## config.mk

```make
export PLATFORM = sky130hd
export DESIGN_NAME = feed_sequencer_flat
export DESIGN_NICKNAME = d
export VERILOG_FILES = /design/src/rtl/feed_sequencer_if.sv /design/src/rtl/feed_sequencer.sv /design/src/flat_wrapper.sv
export SDC_FILE = /design/constraint.sdc
export NUM_CORES = 1
export LEC_CHECK = 0
export ABC_AREA = 1
export BUFFER_PORTS_ARGS = -buffer_cell sky130_fd_sc_hd__clkbuf_2
export CORE_ASPECT_RATIO = 0.75
export CORE_MARGIN = 4
export CORE_UTILIZATION = 40
export DETAILED_ROUTE_END_ITERATION = 8
export MAX_ROUTING_LAYER = met4
export PLACE_DENSITY = 0.58
export SLEW_MARGIN = 30
export SYNTH_ARGS = -nofsm -noshare
export SYNTH_HDL_FRONTEND = slang
export SYNTH_SLANG_ARGS = --single-unit
```

## constraint.sdc

```tcl
create_clock -name clk -period 6.7 [get_ports clk]
set_input_delay 0 -clock clk [delete_from_list [all_inputs] [get_ports clk]]
set_output_delay 0 -clock clk [all_outputs]
set_load 0.1 [all_outputs]
```

## src/rtl/feed_sequencer_if.sv

```systemverilog
// Handshake and status bundle between the feed controller and its requester.
// The display block consumes feed/duration directly from this bundle.
interface feed_sequencer_if;
    logic        start;
    logic [1:0]  portion;
    logic        abort;
    logic        feed;
    logic [31:0] duration;
    logic [7:0]  seconds_left;
    logic        motor_en;
    logic        busy;
    logic        done;
    logic        rejected;
    logic [15:0] feed_count;

    modport master (
        output start, portion, abort,
        input  feed, duration, seconds_left, motor_en, busy, done, rejected, feed_count
    );

    modport slave (
        input  start, portion, abort,
        output feed, duration, seconds_left, motor_en, busy, done, rejected, feed_count
    );
endinterface

```

## src/rtl/feed_sequencer.sv

```systemverilog
// Turns a one-cycle feed request into a timed feeding session followed by a cooldown.
// Every output is registered; the next values are derived from the next state.
module feed_sequencer #(
    parameter int CLK_HZ     = 50000000,
    parameter int DUR_SMALL  = 4,
    parameter int DUR_MED    = 6,
    parameter int DUR_LARGE  = 11,
    parameter int COOLDOWN_S = 5
) (
    input  logic            clk,
    input  logic            reset,
    feed_sequencer_if.slave bus
);
    localparam int            PW        = (CLK_HZ > 1) ? $clog2(CLK_HZ) : 1;
    localparam logic [PW-1:0] PRESC_TC  = PW'(CLK_HZ - 1);
    localparam logic [7:0]    COOL_LAST = 8'(COOLDOWN_S - 1);

    typedef enum logic [1:0] {
        IDLE     = 2'd0,
        FEEDING  = 2'd1,
        COOLDOWN = 2'd2
    } state_t;

    state_t        state_r, next_state_s;
    logic [PW-1:0] presc_r, presc_nxt_s;
    logic [7:0]    elapsed_r, elapsed_nxt_s;
    logic [31:0]   duration_r, duration_nxt_s;
    logic          wrap_s;
    logic          done_nxt_s, rejected_nxt_s;
    logic          feed_nxt_s, motor_nxt_s, busy_nxt_s;
    logic [7:0]    seconds_left_nxt_s;

    logic          feed_r, motor_en_r, busy_r, done_r, rejected_r;
    logic [7:0]    seconds_left_r;
    logic [15:0]   feed_count_r;

    function automatic logic [31:0] portion_dur(input logic [1:0] p);
        case (p)
            2'd0:    return 32'(DUR_SMALL);
            2'd1:    return 32'(DUR_MED);
            2'd2:    return 32'(DUR_LARGE);
            default: return 32'd0;
        endcase
    endfunction

    function automatic logic [15:0] sat_inc(input logic [15:0] v);
        return (v == 16'hFFFF) ? v : v + 16'd1;
    endfunction

    assign wrap_s = (presc_r == PRESC_TC);

    // State register with the second prescaler and elapsed-seconds counter.
    always_ff @(posedge clk or posedge reset) begin
        if (reset) begin
            state_r    <= IDLE;
            presc_r    <= '0;
            elapsed_r  <= 8'd0;
            duration_r <= 32'd0;
        end else begin
            state_r    <= next_state_s;
            presc_r    <= presc_nxt_s;
            elapsed_r  <= elapsed_nxt_s;
            duration_r <= duration_nxt_s;
        end
    end

    // Next-state logic; the prescaler and elapsed counter are reused to time the cooldown.
    always_comb begin
        next_state_s   = state_r;
        presc_nxt_s    = presc_r;
        elapsed_nxt_s  = elapsed_r;
        duration_nxt_s = duration_r;
        done_nxt_s     = 1'b0;
        rejected_nxt_s = 1'b0;
        case (state_r)
            IDLE: begin
                presc_nxt_s   = '0;
                elapsed_nxt_s = 8'd0;
                if (bus.start && !bus.abort) begin
                    if (bus.portion != 2'd3) begin
                        next_state_s   = FEEDING;
                        duration_nxt_s = portion_dur(bus.portion);
                    end else begin
                        rejected_nxt_s = 1'b1;
                    end
                end else begin
                    next_state_s = IDLE;
                end
            end
            FEEDING: begin
                if (bus.abort) begin
                    next_state_s  = COOLDOWN;
                    presc_nxt_s   = '0;
                    elapsed_nxt_s = 8'd0;
                end else if (wrap_s) begin
                    presc_nxt_s = '0;
                    if (elapsed_r == duration_r[7:0]) begin
                        next_state_s  = COOLDOWN;
                        elapsed_nxt_s = 8'd0;
                        done_nxt_s    = 1'b1;
                    end else begin
                        elapsed_nxt_s = elapsed_r + 8'd1;
                    end
                end else begin
                    presc_nxt_s = presc_r + 1'b1;
                end
                // A completion edge outranks a late request so done and rejected stay exclusive.
                rejected_nxt_s = bus.start && !bus.abort && !done_nxt_s;
            end
            COOLDOWN: begin
                if (wrap_s) begin
                    presc_nxt_s = '0;
                    if (elapsed_r == COOL_LAST) begin
                        next_state_s  = IDLE;
                        elapsed_nxt_s = 8'd0;
                    end else begin
                        elapsed_nxt_s = elapsed_r + 8'd1;
                    end
                end else begin
                    presc_nxt_s = presc_r + 1'b1;
                end
                rejected_nxt_s = bus.start;
            end
            default: begin
                next_state_s  = IDLE;
                presc_nxt_s   = '0;
                elapsed_nxt_s = 8'd0;
            end
        endcase
    end

    // Output decode from the upcoming state so outputs line up with it after the register.
    always_comb begin
        feed_nxt_s = (next_state_s == FEEDING);
        busy_nxt_s = (next_state_s != IDLE);
        if (next_state_s == FEEDING) begin
            motor_nxt_s        = (elapsed_nxt_s < duration_nxt_s[7:0]);
            seconds_left_nxt_s = duration_nxt_s[7:0] + 8'd1 - elapsed_nxt_s;
        end else begin
            motor_nxt_s        = 1'b0;
            seconds_left_nxt_s = 8'd0;
        end
    end

    // Registered outputs and the saturating session counter.
    always_ff @(posedge clk or posedge reset) begin
        if (reset) begin
            feed_r         <= 1'b0;
            motor_en_r     <= 1'b0;
            busy_r         <= 1'b0;
            done_r         <= 1'b0;
            rejected_r     <= 1'b0;
            seconds_left_r <= 8'd0;
            feed_count_r   <= 16'd0;
        end else begin
            feed_r         <= feed_nxt_s;
            motor_en_r     <= motor_nxt_s;
            busy_r         <= busy_nxt_s;
            done_r         <= done_nxt_s;
            rejected_r     <= rejected_nxt_s;
            seconds_left_r <= seconds_left_nxt_s;
            if (done_nxt_s) begin
                feed_count_r <= sat_inc(feed_count_r);
            end else begin
                feed_count_r <= feed_count_r;
            end
        end
    end

    assign bus.feed         = feed_r;
    assign bus.duration     = duration_r;
    assign bus.seconds_left = seconds_left_r;
    assign bus.motor_en     = motor_en_r;
    assign bus.busy         = busy_r;
    assign bus.done         = done_r;
    assign bus.rejected     = rejected_r;
    assign bus.feed_count   = feed_count_r;
endmodule

```

## src/flat_wrapper.sv

```systemverilog
// flat-port wrapper written by rule: the top's interface ports become plain ports
module feed_sequencer_flat 
#(
    parameter int CLK_HZ     = 50000000,
    parameter int DUR_SMALL  = 4,
    parameter int DUR_MED    = 6,
    parameter int DUR_LARGE  = 11,
    parameter int COOLDOWN_S = 5
)
  (clk, reset, bus_start, bus_portion, bus_abort, bus_feed, bus_duration, bus_seconds_left, bus_motor_en, bus_busy, bus_done, bus_rejected, bus_feed_count);
  feed_sequencer_if bus_i ();
  input  logic clk;
  input  logic reset;
  input wire logic [$bits(bus_i.start)-1:0] bus_start;
  input wire logic [$bits(bus_i.portion)-1:0] bus_portion;
  input wire logic [$bits(bus_i.abort)-1:0] bus_abort;
  output wire logic [$bits(bus_i.feed)-1:0] bus_feed;
  output wire logic [$bits(bus_i.duration)-1:0] bus_duration;
  output wire logic [$bits(bus_i.seconds_left)-1:0] bus_seconds_left;
  output wire logic [$bits(bus_i.motor_en)-1:0] bus_motor_en;
  output wire logic [$bits(bus_i.busy)-1:0] bus_busy;
  output wire logic [$bits(bus_i.done)-1:0] bus_done;
  output wire logic [$bits(bus_i.rejected)-1:0] bus_rejected;
  output wire logic [$bits(bus_i.feed_count)-1:0] bus_feed_count;
  assign bus_i.start = bus_start;
  assign bus_i.portion = bus_portion;
  assign bus_i.abort = bus_abort;
  assign bus_feed = bus_i.feed;
  assign bus_duration = bus_i.duration;
  assign bus_seconds_left = bus_i.seconds_left;
  assign bus_motor_en = bus_i.motor_en;
  assign bus_busy = bus_i.busy;
  assign bus_done = bus_i.done;
  assign bus_rejected = bus_i.rejected;
  assign bus_feed_count = bus_i.feed_count;
  feed_sequencer #(.CLK_HZ(CLK_HZ), .DUR_SMALL(DUR_SMALL), .DUR_MED(DUR_MED), .DUR_LARGE(DUR_LARGE), .COOLDOWN_S(COOLDOWN_S)) u_core (.clk(clk), .reset(reset), .bus(bus_i));
endmodule
```

==> impl_metrics.xml <==
<?xml version="1.0" encoding="UTF-8"?>
<metrics>
  <group name="outcome">
    <metric name="outcome" unit="">completed</metric>
  </group>
  <group name="power">
    <metric name="cellPowerDensity" unit="nW/um^2">213</metric>
    <metric name="peakVddDrop" unit="mV">0.106</metric>
    <metric name="leakage_dissipation" unit="nW">2.61</metric>
  </group>
  <group name="floorplan">
    <metric name="floorplan.die.width" unit="um">133</metric>
    <metric name="initial_utilization" unit="%">40.8</metric>
    <metric name="core" unit="um^2">11500</metric>
    <metric name="floorplan.die_area" unit="um^2">13600</metric>
    <metric name="i_o_pin_cnt" unit="">67</metric>
    <metric name="placementRows" unit="">34</metric>
    <metric name="dieHeight" unit="um">102</metric>
  </group>
  <group name="cts">
    <metric name="cts_buffers" unit="">9</metric>
    <metric name="root_buffer" unit="">clkbuf_16</metric>
    <metric name="tritoncts" unit="">done</metric>
    <metric name="cts_resized" unit="">0</metric>
    <metric name="clk_pin_slew_worst_paths" unit="ns">0.06</metric>
    <metric name="cts_sink_cnt" unit="">73</metric>
    <metric name="h-tree-depth" unit="">3</metric>
    <metric name="cts.repair_timing.setup_buffer_count" unit="">0</metric>
    <metric name="clk-insertion-delay-late" unit="ns">0.33</metric>
    <metric name="clock_path_buffers" unit="">2</metric>
  </group>
  <group name="logic_synthesis">
    <metric name="yosys.cell_count.top_type" unit="">nand2_1</metric>
    <metric name="synth_top_area_share" unit="%">38.8</metric>
    <metric name="netlist_top_cells_count" unit="">nand2_1 (119), dfrtp_1 (73), nor2_1 (71)</metric>
    <metric name="synth_sequential_area_ratio" unit="%">38.8</metric>
    <metric name="netlist_top_cells_area" unit="">dfrtp_1 (39%), nand2_1 (9.5%), ha_1 (8.8%)</metric>
    <metric name="synthDominantAreaCellType" unit="">dfrtp_1</metric>
    <metric name="yosys_register_bits" unit="">73</metric>
    <metric name="synth-edff-count" unit="">0</metric>
    <metric name="synth_adder_area_share" unit="%">9.20</metric>
    <metric name="yosys_most_used_dff" unit="">dfrtp_1</metric>
    <metric name="syn_avg_cell_area" unit="um^2">7.97</metric>
    <metric name="syn-cell-area" unit="um^2">4700</metric>
    <metric name="synthSimpleGateAreaFrac" unit="%">28.6</metric>
    <metric name="mux_share_of_post_synthesis_cell_area" unit="%">0</metric>
    <metric name="synth-warning-count" unit="">0</metric>
    <metric name="synth_xor_area_share" unit="%">7.63</metric>
    <metric name="main_combinational_cell_family_by_area_after_synthesis" unit="">simple AND/OR/NAND/NOR gates</metric>
    <metric name="distinct_cell_type_count_after_synthesis" unit="">32</metric>
    <metric name="synth-async-reset-ratio" unit="%">100</metric>
    <metric name="synth-compound-area-share" unit="%">4.79</metric>
    <metric name="number_of_cells_produced_by_synthesis" unit="">590</metric>
  </group>
  <group name="hold_path">
    <metric name="worstHoldPathType" unit="">input pin to flip-flop</metric>
    <metric name="hold_path.startpoint" unit="">bus_abort</metric>
    <metric name="timing.hold.worst_path_depth" unit="">5</metric>
    <metric name="min_to" unit="">u_core.bus.rejected</metric>
  </group>
  <group name="route">
    <metric name="drc" unit="">0</metric>
    <metric name="viasPerCell" unit="">4.67</metric>
    <metric name="post_drt_wl_per_cell" unit="um">12.5</metric>
    <metric name="num_vias" unit="">3784</metric>
    <metric name="drt_first_iter_violations" unit="">226</metric>
    <metric name="drt_wl_total" unit="um">10100</metric>
    <metric name="postRouteAntennaNets" unit="">0</metric>
    <metric name="firstDrtPassIters" unit="">5</metric>
  </group>
  <group name="grt">
    <metric name="largest_net_degree_at_the_start_of_global_routing" unit="">74</metric>
    <metric name="grt_util_overall" unit="%">16.3</metric>
    <metric name="gr-total-overflow" unit="">0</metric>
    <metric name="grt_pass1_vias" unit="">3617</metric>
    <metric name="wire_length_of_the_first_global_routing_pass" unit="um">17400</metric>
    <metric name="antenna_violations_before_repair" unit="">0</metric>
  </group>
  <group name="worst_setup_path">
    <metric name="crit_path_frequent_cell" unit="">nand2_1</metric>
    <metric name="path_cells" unit="">inv_1 &gt; ha_1 &gt; inv_1 &gt; nor2_1 &gt; inv_1 &gt; a21oi_1 &gt; nand2_1 &gt; inv_2 &gt; nand2_1 &gt; o21ai_1 &gt; ha_1 &gt; ha_1 &gt; nand2_1 &gt; o21ai_0 &gt; nand2_1 &gt; nand2_1 &gt; a21oi_1 &gt; xor2_1 &gt; nor2_1</metric>
    <metric name="rr_endpoint" unit="">u_core.bus.seconds_left[7]</metric>
    <metric name="critical-path-slowest-cell" unit="">nand2_1</metric>
    <metric name="type_of_the_worst_setup_path" unit="">flip-flop to flip-flop</metric>
    <metric name="cp.required" unit="ns">6.95</metric>
    <metric name="worst-r2r-setup-slack" unit="ns">2.75</metric>
    <metric name="max_stage_delay" unit="ns">0.53</metric>
    <metric name="timing.critical_path.from_type" unit="">flip-flop</metric>
    <metric name="cp-startpoint" unit="">u_core.state_r[1]</metric>
    <metric name="critical_path.max_fanout" unit="">24</metric>
    <metric name="critical_path.endpoint_type" unit="">flip-flop</metric>
    <metric name="worstPathArrival" unit="ns">4.20</metric>
    <metric name="timing.reg2reg.worst_path_depth" unit="">19</metric>
    <metric name="r2r-start" unit="">u_core.state_r[1]</metric>
  </group>
  <group name="timing">
    <metric name="timing.setup.tns" unit="ns">0</metric>
    <metric name="max_slew_margin" unit="%">43.2</metric>
    <metric name="worst_clock_skew" unit="ns">0.00670</metric>
    <metric name="setup_ws" unit="ns">2.75</metric>
    <metric name="final_count_of_negative_setup_slack_endpoints" unit="">0</metric>
    <metric name="total_count_of_hold_check_failures_in_the_final_report" unit="">0</metric>
    <metric name="slew_violations" unit="">0</metric>
    <metric name="rsz_0062_raised_after_global_routing" unit="">false</metric>
    <metric name="final_period_minus_worst_setup_slack" unit="ns">3.95</metric>
    <metric name="fmaxAchievable" unit="GHz">0.253</metric>
    <metric name="layout_worst_path_cycle_share" unit="%">58.9</metric>
    <metric name="worstMarginPinSlew" unit="ns">0.850</metric>
  </group>
  <group name="final_layout">
    <metric name="layout-drive-gt1-share" unit="%">15.7</metric>
    <metric name="insertedDiodeCount" unit="">0</metric>
    <metric name="layout.cells.non_filler" unit="">810</metric>
    <metric name="num-nets-final" unit="">683</metric>
    <metric name="fillCellCount" unit="">1119</metric>
    <metric name="area_growth_syn_to_layout" unit="%">13.4</metric>
  </group>
  <group name="placed_design">
    <metric name="place.detailed.hpwl" unit="um">7650</metric>
    <metric name="globalplace.congestion" unit="">0.866</metric>
    <metric name="pre_cts_setup_slack" unit="ns">2.78</metric>
    <metric name="io_buffer_count" unit="">42</metric>
    <metric name="placedCellCount" unit="">792</metric>
  </group>
  <group name="run">
    <metric name="max_cap_viol" unit="">0</metric>
  </group>
</metrics>
[critical path: cells and delay by family, from the launching register on]
family / cells / cell delay [ns]
buffers and inverters: 4 / 0.59
AND/OR/NAND/NOR: 7 / 1.14
adder cells (fa/ha/maj): 3 / 0.85
AO/OA/AOI/OAI: 4 / 0.72
flip-flops: 1 / 0.40
XOR/XNOR: 1 / 0.14
[layout make-up]
| type | instances | area (um^2) | share of cell area, % |
|---|---|---|---|
| Clock inverter | 3 | 40.0 | 0.750 |
| Timing Repair Buffer | 45 | 241 | 4.53 |
| Multi-Input combinational cell | 429 | 2450 | 46.0 |
| Sequential cell | 73 | 1830 | 34.2 |
| Clock buffer | 13 | 250 | 4.69 |
| Tap cell | 162 | 203 | 3.80 |
| Inverter | 85 | 319 | 5.98 |
[cells by family after synthesis]
logic type                 Yosys count
xor gates and xnor gates            41
AOI/OAI and AO/OA                   43
and+or+nand+nor                    287
other                                1
adders and majority gates           34
buffers and inverters              111
DFF                                 73
[timing repair]
item | CTS | global route
hold endpoints to repair | 74 | 0
setup endpoints to repair | 0 | 0
hold buffers | 2 | 0
[where the power goes]
| group | switching (mW) | internal [mW] |
|---|---|---|
| registers | 0.00547 | 0.448 |
| logic | 0.171 | 0.0379 |
| clock network | 0.177 | 0.297 |
[layout by cell type, fill, tap and decap left out, types with 5 or more instances in the layout]
master / instances
a21oi_1: 18
ha_1: 33
o21ai_0: 10
nor2_1: 71
xnor2_1: 8
xor2_1: 33
dfrtp_1: 73
nand2_2: 5
nor4_1: 7
conb_1: 24
inv_1: 66
nor2_2: 8
inv_2: 19
clkbuf_16: 9
clkbuf_2: 42
nand3_1: 33
o21ai_1: 11
nand2_1: 119
nand4_1: 11
nor3_1: 16
[sequential cells by signal, summed over array words and instances (netlist names)]
name	flops
u_core.bus.feed_count	16
u_core.bus.seconds_left	8
u_core.elapsed_r	8
u_core.state_r	2
u_core.bus.rejected	1
u_core.presc_r	26
u_core.bus.busy	1
u_core.bus.done	1
u_core.bus.duration	8
u_core.bus.motor_en	1
u_core.bus.feed	1
[routing by layer]
layer	GRT usage (%)	share of wire (%)	up-vias
met3	3.89	4.3	10
met5	-	0	-
met2	24.5	44	74
met1	22.1	51	1778
met4	4.35	0.75	0
li1	-	-	1922
[worst max path at each step]
stage	end	cells after the start
floorplan	u_core.bus.seconds_left[7]	22
global placement	u_core.bus.seconds_left[7]	19
detailed placement	u_core.bus.seconds_left[6]	19
CTS	u_core.bus.seconds_left[7]	19
global route	u_core.bus.seconds_left[7]	19
finish	u_core.bus.seconds_left[7]	19
[metrics by stage]
step | instance area (um^2) | power, mW | hold slack, ns | utilization [%]
6_report | 5340 | 1.14 | 0.126 | 46.3
3_5_place_dp | 5020 | 0.670 | 0.337 | 43.6
5_1_grt | 5340 | 1.19 | 0.120 | 46.3
4_1_cts | 5330 | 1.15 | 0.102 | 46.2
2_1_floorplan | 4790 | 0.652 | 0.205 | -
3_3_place_gp | 5020 | 0.669 | 0.328 | 43.6
No activity file was read; power rests on OpenSTA's default activity.
